[src/rtl/hazard_forward_ctrl.sv]
// Load-use stall, EXE-aligned forwarding selects and memory-wait freeze control for a 5-stage pipeline.
// Optional feature: define HAZARD_PERF_CNT_EN to add saturating stall/freeze performance counters.
module hazard_forward_ctrl #(
  parameter int REG_W    = 4,
  parameter int NUM_SRC  = 2,
  parameter int MAX_WAIT = 15
) (
  input  logic                     clk,
  input  logic                     rst,
  input  logic [NUM_SRC*REG_W-1:0] srcs,
  input  logic [NUM_SRC-1:0]       srcValid,
  input  logic [REG_W-1:0]         destEXE,
  input  logic                     wbEnEXE,
  input  logic                     memReadEXE,
  input  logic [REG_W-1:0]         destMEM,
  input  logic                     wbEnMEM,
  input  logic                     memAccessMEM,
  input  logic                     memReady,
  input  logic                     forwardEn,
  input  logic                     flush,
  output logic                     hazardDetected,
  output logic                     freeze,
  output logic [NUM_SRC*2-1:0]     fwdSel,
  output logic                     memTimeout
`ifdef HAZARD_PERF_CNT_EN
  ,
  input  logic                     perfClr,
  output logic [15:0]              stallCount,
  output logic [15:0]              freezeCount
`endif
);

  localparam int CNT_W = $clog2(MAX_WAIT + 1);
  localparam logic [CNT_W-1:0] CNT_MAX = CNT_W'(MAX_WAIT);
  localparam logic [CNT_W-1:0] CNT_ONE = CNT_W'(1);

  typedef enum logic {
    RUN,
    MEM_WAIT
  } state_t;

  logic [NUM_SRC-1:0]   hit_e;
  logic [NUM_SRC-1:0]   hit_m;
  logic [NUM_SRC*2-1:0] fwd_next;

  state_t               state_q, state_d;
  logic [CNT_W-1:0]     cnt_q, cnt_d;
  logic                 timeout_d;

  // Per-source match detection and the select the instruction will need once it reaches EXE.
  always_comb begin
    // NOTE: every always_comb output is given a default first so no path can infer a latch.
    hit_e    = '0;
    hit_m    = '0;
    fwd_next = '0;
    for (int i = 0; i < NUM_SRC; i++) begin
      hit_e[i] = srcValid[i] && wbEnEXE && (srcs[i*REG_W +: REG_W] == destEXE);
      hit_m[i] = srcValid[i] && wbEnMEM && (srcs[i*REG_W +: REG_W] == destMEM);
      if (hit_e[i] && !memReadEXE) begin
        fwd_next[i*2 +: 2] = 2'b01;
      end else if (hit_m[i]) begin
        fwd_next[i*2 +: 2] = 2'b10;
      end
    end
  end

  // With forwarding only a load in EXE cannot be bypassed in time; legacy mode stalls on any match.
  assign hazardDetected = forwardEn ? ((|hit_e) && memReadEXE) : (|(hit_e | hit_m));
  assign freeze         = memAccessMEM && !memReady;

  always_ff @(posedge clk or negedge rst) begin
    // NOTE: sequential state uses non-blocking assignments so every register samples pre-edge values.
    if (!rst) begin
      fwdSel <= '0;
    end else if (!freeze) begin
      if (flush || hazardDetected || !forwardEn) begin
        fwdSel <= '0;
      end else begin
        fwdSel <= fwd_next;
      end
    end
  end

  always_ff @(posedge clk or negedge rst) begin
    if (!rst) begin
      state_q    <= RUN;
      cnt_q      <= '0;
      memTimeout <= 1'b0;
    end else begin
      state_q    <= state_d;
      cnt_q      <= cnt_d;
      memTimeout <= timeout_d;
    end
  end

  // Memory wait tracking; the timeout flag is sticky until reset.
  always_comb begin
    state_d   = state_q;
    cnt_d     = cnt_q;
    timeout_d = memTimeout;
    case (state_q)
      RUN: begin
        if (freeze) begin
          state_d = MEM_WAIT;
          cnt_d   = CNT_ONE;
        end
      end
      MEM_WAIT: begin
        if (!freeze) begin
          state_d = RUN;
          cnt_d   = '0;
        end else if (cnt_q == CNT_MAX) begin
          timeout_d = 1'b1;
        end else begin
          cnt_d = cnt_q + CNT_ONE;
        end
      end
      default: begin
        state_d = RUN;
        cnt_d   = '0;
      end
    endcase
  end

`ifdef HAZARD_PERF_CNT_EN
  always_ff @(posedge clk or negedge rst) begin
    if (!rst) begin
      stallCount <= '0;
    end else if (perfClr) begin
      stallCount <= '0;
    end else if (hazardDetected && !freeze && (stallCount != 16'hFFFF)) begin
      stallCount <= stallCount + 16'd1;
    end
  end

  always_ff @(posedge clk or negedge rst) begin
    if (!rst) begin
      freezeCount <= '0;
    end else if (perfClr) begin
      freezeCount <= '0;
    end else if (freeze && (freezeCount != 16'hFFFF)) begin
      freezeCount <= freezeCount + 16'd1;
    end
  end
`endif

endmodule

[config.mk]
export PLATFORM = sky130hd
export DESIGN_NAME = hazard_forward_ctrl
export DESIGN_NICKNAME = d
export VERILOG_FILES = /design/src/rtl/hazard_forward_ctrl.sv
export SDC_FILE = /design/constraint.sdc
export NUM_CORES = 1
export LEC_CHECK = 0
export ABC_AREA = 1
export BUFFER_PORTS_ARGS = -buffer_cell sky130_fd_sc_hd__buf_4
export CORE_ASPECT_RATIO = 2
export CORE_MARGIN = 2
export CORE_UTILIZATION = 23
export DETAILED_ROUTE_END_ITERATION = 10
export PLACE_DENSITY = 0.48
export SLEW_MARGIN = 20
export SYNTH_ARGS = -nofsm -noshare
export SYNTH_HDL_FRONTEND = slang
export SYNTH_SLANG_ARGS = --single-unit
[constraint.sdc]
create_clock -name clk -period 3.93 [get_ports clk]
set_clock_uncertainty 0.15 [all_clocks]
set_input_delay 0.393 -clock clk [delete_from_list [all_inputs] [get_ports clk]]
set_output_delay 0.393 -clock clk [all_outputs]
set_load 0.01 [all_outputs]
### Word-level counts from Yosys, hierarchy flattened

Index checks and enable logic that the tools add are counted.

* register bits: 10
* input bits: 27
* output and inout port bits: 7
* logic and storage cells: 46

* add/subtract/negate cells: 1
* equal/unequal tests: 7
* mux-type cells: 11
* bitwise operators: 2
* reductions and logical operators: 21

Operator list (count)
* == test 4 bit: 4
* two-way mux 4 bit: 4
* logical AND 1 bit: 12
* two-way mux 2 bit: 4
* one-hot mux 4 bit (2 select lines): 1
* adder 4 x 1 -> 4 bit (second input constant): 1
* == test 4 bit (second input constant): 1
* OR reduction 2 bit: 2
* logical NOT 1 bit: 3
* inequality test 3 bit (second input constant): 1
* AND reduction 3 bit: 1
* logical OR 1 bit: 2
* two-way mux 1 bit: 2
* inequality test 2 bit (second input constant): 1
* OR 2 bit: 1
* AND reduction 2 bit: 1
* inverter 1 bit: 1

### Longest topological paths before layout

Gate-level depths: netlist of run 1.

* depth after elaboration: 8
* depth in mapped cells: 9
* mapped depth without buffers: 9

### Worst setup path after synthesis of run 1

Ideal clock, no wire load.

* path type: input-to-output
* start point: input srcs[5]
* end point: output hazardDetected
* arrival time: 949 ps
* required time: 3387 ps
* slack: 2438 ps
* stages: 8
* path buffers: 0
* path through: inv_1 nand2_1 nand3_1 nor2_1 nand2_1 nand2_1 nand2_2 nand2_1

* word-level cells in the longest chain between the ends: 5
* elaborated cells between the ends (all ways): 9
* those cells by class: 2 x eq/ne; 1 x mux; 1 x bitwise; 5 x reduce/logical

Ends and longest elaborated chain
* from (decl): RTL line 10 `input logic [NUM_SRC*REG_W-1:0] srcs,`
* == test 4 bit, on equally long branches: RTL line 57, 58
* logical AND 1 bit, on equally long branches: RTL line 57, 58
* OR 2 bit / OR reduction 2 bit (equally long branches): RTL line 68 `assign hazardDetected = forwardEn ? ((|hit_e) && memReadEXE) : (|(hit_e | hit_m));`
* OR reduction 2 bit / logical AND 1 bit (equally long branches): RTL line 68
* two-way mux 1 bit *: RTL line 68
* to (decl): RTL line 21 `output logic hazardDetected,`

Mark *: on every way between the ends. The rest lies on a longest branch, timed or not.

### Final worst setup path of run 1

* start point: input srcs[1]
* end point: output hazardDetected

The elaborated chain is that of the path after synthesis.

==> results.rst, run 1 <==
.. list-table::
   :header-rows: 1

   * - Metric
     - Value
   * - Result of the run
     - finished, final reports clean
   * - Clk sink count
     - 10
   * - Slew Viols, Final
     - 0
   * - Vert. Die Dim
     - 90.08 um
   * - Rel. slew slack
     - 84.91%
   * - Post-synthesis cell type count
     - 22
   * - Synth Area in Adders
     - 1.468%
   * - CP Data Arrival Time
     - 1.31 ns
   * - Post-synth net total
     - 171
   * - Power Internal
     - 0.2295 mW
   * - Placed insts
     - 225
   * - Die footprint
     - 0.004237 mm2
   * - Max capacitance violation total
     - 0
   * - Final Power
     - 0.3171 mW
   * - Most prevalent standard cell on the critical path
     - sky130_fd_sc_hd__nand2_1
   * - Average via count per standard cell
     - 4.443
   * - Critical register-to-register path startpoint
     - cnt_q[0]$_DFFE_PN0P_
   * - Nature of the critical path startpoint
     - input pin
   * - Yosys Warn Count
     - 0
   * - Signed area change from the synthesized netlist to the final layout
     - 43.91%
   * - Worst Min Path Start
     - memTimeout$_DFFE_PN0P_
   * - Cell at the root of the clock tree
     - sky130_fd_sc_hd__clkbuf_8
   * - Global-route wire length before repair
     - 4.319 mm
   * - Setup repair after global routing missed its margin
     - false
   * - FF-to-FF path depth
     - 7
   * - Ratio of cells with drive above 1 in the final layout
     - 26.52%
   * - Fin cells
     - 230
   * - DRC Markers
     - 0
   * - Synthesized area divided by synthesized cell count
     - 5.959 um2
   * - Synth Area in Compound Gates
     - 8.223%
   * - Most frequent cell after synthesis
     - sky130_fd_sc_hd__nand2_1
   * - WL per Instance
     - 11.53 um
   * - Power per cell area
     - 258.6 mW/mm2
   * - Gate count after technology mapping
     - 143
   * - Number of buffers on the longest clock path
     - 2
   * - Reg-to-reg critical path endpoint
     - cnt_q[3]$_DFFE_PN0P_
   * - Number of enable flip-flop cells after synthesis
     - 0
   * - Top cells by instance count after synthesis
     - sky130_fd_sc_hd__nand2_1 (49), sky130_fd_sc_hd__inv_1 (22), sky130_fd_sc_hd__nor2_1 (18)
   * - Antenna diode instance count
     - 0
   * - XOR/XNOR Fraction of Synth Area
     - 1.028%
   * - Final Wtd Congestion
     - 0.8322
   * - Portion of synthesized cell area occupied by the leading cell type
     - 29.37%
   * - CP Cell Sequence
     - buf_4 -> nand2_1 -> nand3_1 -> nor2_1 -> nand2_1 -> nand2_1 -> nand2_2 -> nand2_1 -> buf_4
   * - Routed Wire Length
     - 2.651 mm
   * - Highest clock rate
     - 540.8 MHz
   * - CTS H-Tree Depth
     - 1
   * - I/O pin count
     - 34
   * - Cell type with the highest aggregate area in the netlist
     - sky130_fd_sc_hd__dfrtp_1
   * - Combinational power share
     - 24.0%
   * - Number of vias after detailed routing
     - 1,022
   * - Top FF cell, synth
     - sky130_fd_sc_hd__dfrtp_1
   * - Net Switching
     - 0.08765 mW
   * - Total core area
     - 0.003568 mm2
   * - Crit path max-delay family
     - simple AND/OR/NAND/NOR gates
   * - 1st-iter DRT viols
     - 10
   * - Multiplexer area fraction after synthesis
     - 0%
   * - IR drop worst, VDD
     - 0.1073 mV
   * - Number of buffer and inverter instances along the worst setup path
     - 2
   * - Fraction of power spent switching nets
     - 27.64%
   * - Setup fix buffers added after clock tree synthesis
     - 0
   * - # setup viols final
     - 0
   * - Share of total power in the clock network
     - 41.1%
   * - Setup crit end kind
     - primary output
   * - Total iterations of the first detailed-routing run
     - 4
   * - Initial Utilization
     - 23.88%
   * - Die width
     - 47.04 um
   * - Cell depth of the worst hold path
     - 1
   * - Min Tclk post-route
     - 1.849 ns
   * - Largest net degree at the start of global routing
     - 11
   * - Latest clock arrival within the worst-skew pair
     - 0.24 ns
   * - Number of I/O port buffers
     - 33
   * - Pin slew with the least headroom to its limit
     - 0.2255 ns
   * - Required @ worst endpoint
     - 3.39 ns
   * - Simple-gate share of the synthesized area
     - 48.90%
   * - Number of global-route vias before repair
     - 1,047
   * - Antenna-violating nets left
     - 0
   * - Setup Total Neg Slack
     - 0 ns
   * - Cell types with the largest area share after synthesis
     - sky130_fd_sc_hd__dfrtp_1 (29%), sky130_fd_sc_hd__nand2_1 (22%), sky130_fd_sc_hd__inv_1 (9.7%)
   * - Final Hold Fails
     - 0
   * - Clock tree from TritonCTS
     - done
   * - Sink of the worst hold path
     - memTimeout$_DFFE_PN0P_
   * - Maximum single-stage delay on the critical path
     - 0.16 ns
   * - Post-synthesis instance area
     - 852.1 um2
   * - Overall track demand over capacity in global routing
     - 14.22%
   * - Sequential area share after synthesis
     - 29.37%
   * - Placed Instance Area
     - 0.001161 mm2
   * - Gr ovfl total
     - 0
   * - Max Fanout on Critical Path
     - 5
   * - Net count of the finished layout
     - 210
   * - Fin crit share
     - 47.05%
   * - Hold Path Class
     - reg2reg
   * - Antenna violations before repair
     - 0
   * - Std-Cell Rows
     - 31
   * - Clock slew seen by the registers of the worst setup and hold paths
     - 0.05 ns
   * - HPWL after detailed placement
     - 2.323 mm
   * - Final standard cell area without fillers
     - 0.001226 mm2
   * - FF+latch count, synth
     - 10
   * - Highest-delay cell along the critical path
     - sky130_fd_sc_hd__nor2_1
   * - Share of flip-flops with an asynchronous set or reset
     - 100.0%
   * - Setup slack, reg-to-reg
     - 2.45 ns
   * - Largest family of logic cells by synthesized area
     - simple AND/OR/NAND/NOR gates
   * - Static power due to leakage
     - 0.7304 nW
   * - Clock buffers created by TritonCTS
     - 3
   * - Critical path class
     - in2out
   * - Sequential Power Share
     - 34.9%
==> metal layers <==
layer / vias up / global-route usage (%) / share of wire [%] / wire (um)
li1: 520 / - / - / -
met1: 442 / 12.86 / 33 / 885
met2: 47 / 25.46 / 54 / 1443
met3: 13 / 1.807 / 5.5 / 146
met4: 0 / 10.42 / 6.6 / 175
met5: - / 0 / 0 / 0
==> registers in the layout, indices dropped and copies added, names as in the netlist <==
signal and cells:
fwdSel 4, memTimeout 1, state_q 1, cnt_q 4
==> cell type report <==
| cell class | count | area, um2 |
|---|---|---|
| Inverter | 25 | 93.84 |
| Clock buffer | 4 | 55.05 |
| Tap cell | 49 | 61.31 |
| Sequential cell | 10 | 250.2 |
| Timing Repair Buffer | 34 | 257.7 |
| Fill cell | 408 | 2342 |
| Multi-Input combinational cell | 108 | 508.0 |
==> per-stage QoR <==
stage          util, %  hold slack (ns)  setup WS [ns]
3_3_place_gp     32.54          0.07971          2.087
3_5_place_dp     32.54          0.07784          2.085
5_1_grt          34.36           0.3500          1.953
2_1_floorplan        -         -0.05259          2.438
6_report         34.36           0.3193          2.081
4_1_cts          34.36           0.3154          2.082
==> logic make-up (layout without fill, tap and decap cells) <==
group           after synthesis  count (layout)
xor+xnor                      1               1
buf+inv                      25              63
compound gates               12              12
fa+ha+maj                     1               1
flops                        10              10
simple gates                 94              94
==> how the worst max path moves through the flow <==
stage	startpoint	cells after the start	slack [ns]	to
global placement	destMEM[1]	10	2.09	hazardDetected
finish	srcs[1]	9	2.08	hazardDetected
detailed placement	destMEM[1]	10	2.08	hazardDetected
global route	destMEM[1]	10	1.95	hazardDetected
CTS	destMEM[1]	10	2.08	hazardDetected
floorplan	srcs[5]	8	2.44	hazardDetected
==> worst register-to-register path, stage by stage, from the launching register on <==
cell	delay, ns
sky130_fd_sc_hd__dfrtp_1	0.40
sky130_fd_sc_hd__ha_1	0.19
sky130_fd_sc_hd__nand2_1	0.07
sky130_fd_sc_hd__nor2_1	0.11
sky130_fd_sc_hd__nand2_2	0.09
sky130_fd_sc_hd__o21ai_2	0.11
sky130_fd_sc_hd__o21ai_0	0.10
sky130_fd_sc_hd__nor3b_2	0.15
==> timing repair <==
item,CTS,global route
gates resized for setup,0,0
hold buffers,1,0
hold endpoints to repair,10,0
==> power by group through the flow <==
| stage | combinational (mW) | sequential, mW | clock (mW) |
|---|---|---|---|
| 6_report | 0.0762 | 0.111 | 0.130 |
| 5_1_grt | 0.0855 | 0.111 | 0.140 |
| 4_1_cts | 0.0764 | 0.111 | 0.133 |
| 3_5_place_dp | 0.0754 | 0.112 | 0 |
| 3_3_place_gp | 0.0745 | 0.112 | 0 |
| 2_1_floorplan | 0.0361 | 0.111 | 0 |
==> placed cells by master (no fill, tap or decap), drive strengths merged <==
cell	count
clkbuf	4
nor3b	1
dfrtp	10
inv	25
o31ai	1
dlygate4sd3	1
nor2	19
ha	1
nand3	15
nor3	1
a21oi	1
nand4	4
or2	1
nand2	53
o21ai	8
buf	33
a21boi	1
o22ai	1
xor2	1
Note: power is estimated with default switching activity, not from simulation.
==> inputs of run 2 (changes only) <==
--- a/config.mk
+++ b/config.mk
@@ -5,13 +5,13 @@
 export SDC_FILE = /design/constraint.sdc
 export NUM_CORES = 1
 export LEC_CHECK = 0
-export ABC_AREA = 1
+export ABC_AREA = 0
 export BUFFER_PORTS_ARGS = -buffer_cell sky130_fd_sc_hd__buf_4
 export CORE_ASPECT_RATIO = 2
 export CORE_MARGIN = 2
 export CORE_UTILIZATION = 23
 export DETAILED_ROUTE_END_ITERATION = 10
-export PLACE_DENSITY = 0.48
+export PLACE_DENSITY = 0.5
 export SLEW_MARGIN = 20
 export SYNTH_ARGS = -nofsm -noshare
 export SYNTH_HDL_FRONTEND = slang
==> constraint.sdc (replaced) <==
create_clock -name clk -period 1.8 [get_ports clk]
set_clock_uncertainty 0.15 [all_clocks]
set_input_delay 0.18 -clock clk [delete_from_list [all_inputs] [get_ports clk]]
set_output_delay 0.18 -clock clk [all_outputs]
set_load 0.01 [all_outputs]
==> results.rst, run 2 <==
.. list-table::
   :header-rows: 1

   * - Metric
     - Value
   * - Result of the run
     - finished, final reports clean (unchanged)
   * - Portion of synthesized cell area occupied by the leading cell type
     - 36.43% (was 29.37%)
   * - Highest-delay cell along the critical path
     - sky130_fd_sc_hd__nor4_4 (was sky130_fd_sc_hd__nor2_1)
   * - Rel. slew slack
     - 73.11% (was 84.91%)
   * - Clk sink count
     - 10 (unchanged)
   * - Gr ovfl total
     - 0 (unchanged)
   * - Number of global-route vias before repair
     - 737 (was 1,047)
   * - Power Internal
     - 0.4992 mW (was 0.2295 mW)
   * - Highest clock rate
     - 607.5 MHz
   * - Setup fix buffers added after clock tree synthesis
     - 0 (unchanged)
   * - Most utilized layer in the global route result
     - met2 (unchanged)
   * - Gate count after technology mapping
     - 70 (was 143)
   * - Initial Utilization
     - 23.62% (was 23.88%)
   * - Slew Viols, Final
     - 0 (unchanged)
   * - Post-synthesis instance area
     - 686.9 um2 (was 852.1 um2)
   * - Fraction of power spent switching nets
     - 25.05% (was 27.64%)
   * - Antenna violations before repair
     - 0 (unchanged)
   * - CTS H-Tree Depth
     - 1 (unchanged)
   * - Pin slew with the least headroom to its limit
     - 0.3996 ns (was 0.2255 ns)
   * - WL per Instance
     - 14.30 um (was 11.53 um)
   * - Final Hold Fails
     - 0 (unchanged)
   * - Final Power
     - 0.6660 mW (was 0.3171 mW)
   * - Sequential Power Share
     - 36.1% (was 34.9%)
   * - Leading cell types in the layout, fill and taps excluded
     - sky130_fd_sc_hd__buf_4 (33), sky130_fd_sc_hd__dfrtp_1 (10), sky130_fd_sc_hd__xor2_1 (9), sky130_fd_sc_hd__nand2_1 (6) (was sky130_fd_sc_hd__nand2_1 (49), sky130_fd_sc_hd__buf_4 (33), sky130_fd_sc_hd__inv_1 (22), sky130_fd_sc_hd__nor2_1 (18), sky130_fd_sc_hd__nand3_1 (15))
   * - Setup crit end kind
     - primary output (unchanged)
   * - Latest clock arrival within the worst-skew pair
     - 0.24 ns (about the same)
   * - CP Data Arrival Time
     - 1.32 ns (was 1.31 ns)
   * - Routed Wire Length
     - 1.973 mm (was 2.651 mm)
   * - Total iterations of the first detailed-routing run
     - 3 (was 4)
   * - Signed area change from the synthesized netlist to the final layout
     - 51.00% (was 43.91%)
   * - Nature of the critical path startpoint
     - input pin (unchanged)
   * - Post-synth net total
     - 98 (was 171)
   * - Worst setup slack before clock tree synthesis
     - 0.1489 ns (was 2.085 ns)
   * - Most prevalent standard cell on the critical path
     - sky130_fd_sc_hd__buf_4 (was sky130_fd_sc_hd__nand2_1)
   * - Fraction of met2 tracks used by global routing
     - 26.36% (was 25.46%)
   * - Top FF cell, synth
     - sky130_fd_sc_hd__dfrtp_1 (unchanged)
   * - Fin crit share
     - 91.45%
   * - Required @ worst endpoint
     - 1.47 ns (was 3.39 ns)
   * - Die footprint
     - 0.003466 mm2 (was 0.004237 mm2)
   * - Total core area
     - 0.002908 mm2 (was 0.003568 mm2)
   * - Registers with the most flip-flops
     - cnt_q x4, fwdSel x4 (unchanged)
   * - FF+latch count, synth
     - 10 (unchanged)
   * - Cell types with the largest area share after synthesis
     - sky130_fd_sc_hd__dfrtp_1 (36%), sky130_fd_sc_hd__xor2_1 (11%), sky130_fd_sc_hd__xnor2_1 (6.4%) (was sky130_fd_sc_hd__dfrtp_1 (29%), sky130_fd_sc_hd__nand2_1 (22%), sky130_fd_sc_hd__inv_1 (9.7%))
   * - Number of I/O port buffers
     - 33 (unchanged)
   * - Cell at the root of the clock tree
     - sky130_fd_sc_hd__clkbuf_8 (unchanged)
   * - Antenna diode instance count
     - 0 (unchanged)
   * - Static power due to leakage
     - 0.4852 nW (was 0.7304 nW)
   * - Min Tclk post-route
     - 1.646 ns
   * - Critical path class
     - in2out (unchanged)
   * - Yosys Warn Count
     - 0 (unchanged)
   * - Top cells by instance count after synthesis
     - sky130_fd_sc_hd__dfrtp_1 (10), sky130_fd_sc_hd__xor2_1 (9), sky130_fd_sc_hd__nand2_1 (6) (was sky130_fd_sc_hd__nand2_1 (49), sky130_fd_sc_hd__inv_1 (22), sky130_fd_sc_hd__nor2_1 (18))
   * - CP Cell Sequence
     - buf_4 -> xor2_1 -> nor4_4 -> nand2_1 -> a31oi_1 -> buf_4 (was buf_4 -> nand2_1 -> nand3_1 -> nor2_1 -> nand2_1 -> nand2_1 -> nand2_2 -> nand2_1 -> buf_4)
   * - Clock tree from TritonCTS
     - done (unchanged)
   * - Max Fanout on Critical Path
     - 4 (was 5)
   * - Net Switching
     - 0.1668 mW (was 0.08765 mW)
   * - # setup viols final
     - 0 (unchanged)
   * - Commonest non-fill, non-tap cell in the layout
     - sky130_fd_sc_hd__buf_4 (was sky130_fd_sc_hd__nand2_1)
   * - Met1 Track Usage GR
     - 10.99% (was 12.86%)
   * - 1st-iter DRT viols
     - 5 (was 10)
   * - Die width
     - 42.64 um (was 47.04 um)
   * - Maximum single-stage delay on the critical path
     - 0.36 ns (was 0.16 ns)
   * - DRC Markers
     - 0 (unchanged)
   * - Util after Layout
     - 35.67% (was 34.36%)
   * - Final Wtd Congestion
     - 0.8370 (was 0.8322)
   * - Largest net degree at the start of global routing
     - 11 (unchanged)
   * - Number of buffers on the longest clock path
     - 2 (unchanged)
   * - Number of enable flip-flop cells after synthesis
     - 0 (unchanged)
   * - Net count of the finished layout
     - 137 (was 210)
   * - I/O pin count
     - 34 (unchanged)
   * - Placed insts
     - 133 (was 225)
   * - Combinational power share
     - 21.8% (was 24.0%)
   * - Post-synthesis cell type count
     - 25 (was 22)
   * - Met3 Usage GRT
     - 1.778% (was 1.807%)
   * - Placed Instance Area
     - 972.2 um2 (was 0.001161 mm2)
   * - Hold Path Class
     - in2reg (was reg2reg)
   * - Synthesized area divided by synthesized cell count
     - 9.813 um2 (was 5.959 um2)
   * - Worst hold margin
     - 0.1465 ns (was 0.3193 ns)
   * - Sequential area share after synthesis
     - 36.43% (was 29.37%)
   * - Max capacitance violation total
     - 0 (unchanged)
   * - Antenna-violating nets left
     - 0 (unchanged)
   * - Number of vias after detailed routing
     - 686 (was 1,022)
   * - Cell type with the highest aggregate area in the netlist
     - sky130_fd_sc_hd__dfrtp_1 (unchanged)
   * - Final standard cell area without fillers
     - 0.001037 mm2 (was 0.001226 mm2)
   * - IR drop worst, VDD
     - 0.2395 mV (was 0.1073 mV)
   * - Setup ws final
     - 0.1540 ns (was 2.081 ns)
   * - Share of flip-flops with an asynchronous set or reset
     - 100.0% (unchanged)
   * - Global-route wire length before repair
     - 3.256 mm (was 4.319 mm)
   * - Vert. Die Dim
     - 81.29 um (was 90.08 um)
   * - Setup Total Neg Slack
     - 0 ns (unchanged)
   * - Share of total power in the clock network
     - 42.1% (was 41.1%)
   * - Ratio of cells with drive above 1 in the final layout
     - 38.89% (was 26.52%)
   * - Most frequent cell after synthesis
     - sky130_fd_sc_hd__dfrtp_1 (was sky130_fd_sc_hd__nand2_1)
   * - Power per cell area
     - 642.1 mW/mm2 (was 258.6 mW/mm2)
   * - Clock slew seen by the registers of the worst setup and hold paths
     - 0.04 ns (was 0.05 ns)
   * - Fin cells
     - 138 (was 230)
   * - Average via count per standard cell
     - 4.971 (was 4.443)
   * - Std-Cell Rows
     - 28 (was 31)
   * - Overall track demand over capacity in global routing
     - 13.20% (was 14.22%)
   * - Clock buffers created by TritonCTS
     - 3 (unchanged)
   * - Setup repair after global routing missed its margin
     - false (unchanged)
==> run 2: changes by cell type in the layout (fill, tap and decap cells not counted), moves of 3 or more <==
cell                      change
sky130_fd_sc_hd__inv_1       -19
sky130_fd_sc_hd__nand2_1     -43
sky130_fd_sc_hd__nand2_2      -3
sky130_fd_sc_hd__nand3_1     -10
sky130_fd_sc_hd__nand4_1      -4
sky130_fd_sc_hd__nor2_1      -13
sky130_fd_sc_hd__o21ai_0      -5
sky130_fd_sc_hd__o22ai_1      +4
sky130_fd_sc_hd__xnor2_1      +5
sky130_fd_sc_hd__xor2_1       +8
==> run 2: power by group through the flow <==
stage               Combinational, mW  Clock (mW)  Sequential [mW]
finish                          0.145       0.281            0.240
global route                    0.160       0.301            0.241
global placement                0.144           0            0.243
CTS                             0.147       0.289            0.240
floorplan                      0.0659           0            0.242
detailed placement              0.145           0            0.244
==> run 2: cell type report <==
cell class	count	area [um2]
well taps	30	37.54
flip-flops and latches	10	250.2
inverters	4	15.01
multi-input cells	56	421.7
fillers	312	1871
clock buffers	4	55.05
repair buffers	34	257.7
==> run 2: kinds of logic after synthesis <==
group	count (synthesis)	share of synthesized area (%)
and+or+nand+nor	25	23.13
xor gates and xnor gates	14	17.85
adders and majority gates	1	1.821
muxes	2	3.096
AOI/OAI and AO/OA	14	15.48
buffers and inverters	4	2.185
DFF	10	36.43
==> run 2: what timing repair did <==
item | in CTS | in global routing
hold endpoints to repair | 10 | 0
resized for setup | 0 | 0
hold buffers | 1 | 0
endpoints found under the setup margin | 0 | 0
==> run 2: critical path, delay by kind of cell <==
kind / cells / cell delay, ns
compound gates: 1 / 0.20
xor+xnor: 1 / 0.18
buf+inv: 2 / 0.27
simple gates: 2 / 0.49
==> run 2: worst paths after layout <==
path / start / to / slack (ns) / cells after the start
worst max-delay path: destEXE[0] / hazardDetected / 0.15 / 6
worst min register to register: memTimeout$_DFFE_PN0P_ / memTimeout$_DFFE_PN0P_ / 0.32 / 1
min in group asynchronous: rst / cnt_q[1]$_DFFE_PN0P_ / 0.16 / 2
worst max register to register: cnt_q[0]$_DFFE_PN0P_ / cnt_q[1]$_DFFE_PN0P_ / 0.39 / 4
max in group asynchronous: rst / fwdSel[2]$_DFFE_PN0N_ / 1.21 / 2
worst min-delay path: memReadEXE / fwdSel[0]$_DFFE_PN0N_ / 0.15 / 3
==> run 2: layer usage <==
| layer | vias to the layer above | wire, um |
|---|---|---|
| met3 | 7 | 123 |
| li1 | 333 | - |
| met1 | 309 | 620 |
| met5 | - | 0 |
| met4 | 0 | 91 |
| met2 | 37 | 1138 |
==> inputs of run 3 (changes only) <==
--- a/config.mk
+++ b/config.mk
@@ -12,6 +12,7 @@
 export CORE_UTILIZATION = 23
 export DETAILED_ROUTE_END_ITERATION = 10
 export PLACE_DENSITY = 0.5
+export SETUP_SLACK_MARGIN = 0.4
 export SLEW_MARGIN = 20
 export SYNTH_ARGS = -nofsm -noshare
 export SYNTH_HDL_FRONTEND = slang
==> results.rst, run 3 (synthesized netlist as in run 2, its figures left out) <==
.. list-table::
   :header-rows: 1

   * - Metric
     - Value
   * - Result of the run
     - finished, final reports clean (unchanged)
   * - IR drop worst, VDD
     - 0.2387 mV (was 0.2395 mV)
   * - Total core area
     - 0.002908 mm2 (unchanged)
   * - Highest-delay cell along the critical path
     - sky130_fd_sc_hd__nor4_4 (unchanged)
   * - Setup Total Neg Slack
     - 0 ns (unchanged)
   * - Clk sink count
     - 10 (unchanged)
   * - Die width
     - 42.64 um (unchanged)
   * - Static power due to leakage
     - 0.5007 nW (was 0.4852 nW)
   * - Number of vias after detailed routing
     - 699 (was 686)
   * - Latest clock arrival within the worst-skew pair
     - 0.24 ns (about the same)
   * - Final standard cell area without fillers
     - 0.001076 mm2 (was 0.001037 mm2)
   * - Worst setup slack before clock tree synthesis
     - 0.1489 ns (unchanged)
   * - Setup crit end kind
     - primary output (unchanged)
   * - Vert. Die Dim
     - 81.29 um (unchanged)
   * - Std-Cell Rows
     - 28 (unchanged)
   * - Overall track demand over capacity in global routing
     - 13.61% (was 13.20%)
   * - Number of I/O port buffers
     - 33 (unchanged)
   * - WL per Instance
     - 14.51 um (was 14.30 um)
   * - Max capacitance violation total
     - 0 (unchanged)
   * - Total iterations of the first detailed-routing run
     - 6 (was 3)
   * - Number of buffers on the longest clock path
     - 2 (unchanged)
   * - Critical path class
     - in2out (unchanged)
   * - Registers with the most flip-flops
     - cnt_q x4, fwdSel x4 (unchanged)
   * - Number of global-route vias before repair
     - 749 (was 737)
   * - # setup viols final
     - 0 (unchanged)
   * - Average via count per standard cell
     - 4.993 (was 4.971)
   * - Final Hold Fails
     - 0 (unchanged)
   * - Slew Viols, Final
     - 0 (unchanged)
   * - CP Data Arrival Time
     - 1.33 ns (was 1.32 ns)
   * - Placed Instance Area
     - 972.2 um2 (unchanged)
   * - Initial Utilization
     - 23.62% (unchanged)
   * - Most prevalent standard cell on the critical path
     - sky130_fd_sc_hd__buf_4 (unchanged)
   * - FF-to-FF path depth
     - 4 (unchanged)
   * - Clock slew seen by the registers of the worst setup and hold paths
     - 0.04 ns (about the same)
   * - Fill cell total of the finished layout
     - 315 (was 312)
   * - Clock buffers created by TritonCTS
     - 3 (unchanged)
   * - Setup ws final
     - 0.1365 ns (was 0.1540 ns)
   * - Pin slew with the least headroom to its limit
     - 0.3988 ns (was 0.3996 ns)
   * - Setup repair after global routing missed its margin
     - true (was false)
   * - Antenna violations before repair
     - 0 (unchanged)
   * - CP Cell Sequence
     - buf_4 -> xor2_1 -> nor4_4 -> nand2_1 -> a31oi_1 -> buf_4 (unchanged)
   * - Highest clock rate
     - 601.2 MHz (was 607.5 MHz)
   * - Min Tclk post-route
     - 1.663 ns (was 1.646 ns)
   * - Maximum single-stage delay on the critical path
     - 0.38 ns (was 0.36 ns)
   * - Leading cell types in the layout, fill and taps excluded
     - sky130_fd_sc_hd__buf_4 (34), sky130_fd_sc_hd__dfrtp_1 (10), sky130_fd_sc_hd__xor2_1 (9), sky130_fd_sc_hd__nand2_1 (6) (was sky130_fd_sc_hd__buf_4 (33), sky130_fd_sc_hd__dfrtp_1 (10), sky130_fd_sc_hd__xor2_1 (9), sky130_fd_sc_hd__nand2_1 (6))
   * - Util after Layout
     - 37.01% (was 35.67%)
   * - Net count of the finished layout
     - 139 (was 137)
   * - Required @ worst endpoint
     - 1.47 ns (about the same)
   * - Worst path depth
     - 6 (unchanged)
   * - Largest net degree at the start of global routing
     - 11 (unchanged)
   * - DRC Markers
     - 0 (unchanged)
   * - Combined flip-flop and latch cell area
     - 250.2 um2 (unchanged)
   * - 1st-iter DRT viols
     - 4 (was 5)
   * - Commonest non-fill, non-tap cell in the layout
     - sky130_fd_sc_hd__buf_4 (unchanged)
   * - Die footprint
     - 0.003466 mm2 (unchanged)
   * - Global-route wire length before repair
     - 3.339 mm (was 3.256 mm)
   * - Signed area change from the synthesized netlist to the final layout
     - 56.65% (was 51.00%)
   * - Number of buffer and inverter instances along the worst setup path
     - 2 (unchanged)
   * - Final Wtd Congestion
     - 0.8370 (unchanged)
   * - Worst hold margin
     - 0.1508 ns (was 0.1465 ns)
   * - Cell depth of the worst hold path
     - 3 (unchanged)
   * - Hold Path Class
     - in2reg (unchanged)
   * - I/O pin count
     - 34 (unchanged)
   * - Rel. slew slack
     - 73.17% (was 73.11%)
   * - Crit path max-delay family
     - simple AND/OR/NAND/NOR gates (unchanged)
   * - Nature of the critical path startpoint
     - input pin (unchanged)
   * - Power per cell area
     - 623.5 mW/mm2 (was 642.1 mW/mm2)
   * - Antenna-violating nets left
     - 0 (unchanged)
   * - Gr ovfl total
     - 0 (unchanged)
   * - Fin crit share
     - 92.41% (was 91.45%)
   * - CTS H-Tree Depth
     - 1 (unchanged)
   * - Setup slack, reg-to-reg
     - 0.48 ns (was 0.39 ns)
   * - Ratio of cells with drive above 1 in the final layout
     - 43.64% (was 38.89%)
   * - Max Fanout on Critical Path
     - 4 (unchanged)
   * - Routed Wire Length
     - 2.032 mm (was 1.973 mm)
   * - Cell at the root of the clock tree
     - sky130_fd_sc_hd__clkbuf_8 (unchanged)
   * - Clock tree from TritonCTS
     - done (unchanged)
   * - Antenna diode instance count
     - 0 (unchanged)
   * - Multi-input gate area
     - 441.7 um2 (was 421.7 um2)
-- run 3: routing by layer --
layer  vias to the layer above  wire length [um]  track usage [%]
met2                        43              1226            28.03
met1                       313               599            10.72
met4                         0                70            9.688
met5                         -                 0                0
li1                        336                 -                -
met3                         7               136            1.778
-- run 3: repair_timing --
action,CTS,global route
setup endpoints to repair,2,5
gates resized for setup,4,1
setup buffers,2,0
hold endpoints to repair,10,0
pin swaps,5,2
hold buffers,1,0
-- run 3: cell type report --
cell class	count	share of cell area, %
inverter	4	1.395
tap	30	3.488
timing repair buffer	36	25.70
multi-input combinational	56	41.05
sequential	10	23.26
clock buffer	4	5.116
-- run 3: worst min-delay path, cell delays in order --
cell and delay (ns):
sky130_fd_sc_hd__buf_4 0.09, sky130_fd_sc_hd__nor2_1 0.05, sky130_fd_sc_hd__a22o_1 0.17
-- run 3: path summary, 6_finish.rpt --
path,start,end
min,memReadEXE,fwdSel[0]$_DFFE_PN0N_
min in group asynchronous,rst,cnt_q[1]$_DFFE_PN0P_
max in group asynchronous,rst,state_q$_DFF_PN0_
max,destEXE[3],hazardDetected
max reg2reg,cnt_q[0]$_DFFE_PN0P_,cnt_q[3]$_DFFE_PN0P_
min reg2reg,memTimeout$_DFFE_PN0P_,memTimeout$_DFFE_PN0P_
-- run 3: metrics by stage --
step | std cells | power, mW
after floorplan | 70 | 0.3078
after global placement | 133 | 0.3872
after detailed placement | 133 | 0.3888
after CTS | 140 | 0.6813
after global routing | 140 | 0.7073
final | 140 | 0.6709
-- run 3: where the power goes --
| group | switching, mW | internal [mW] | total [mW] |
|---|---|---|---|
| Sequential | 0.00843 | 0.232 | 0.241 |
| Combinational | 0.0723 | 0.0785 | 0.151 |
| Clock | 0.0874 | 0.192 | 0.280 |
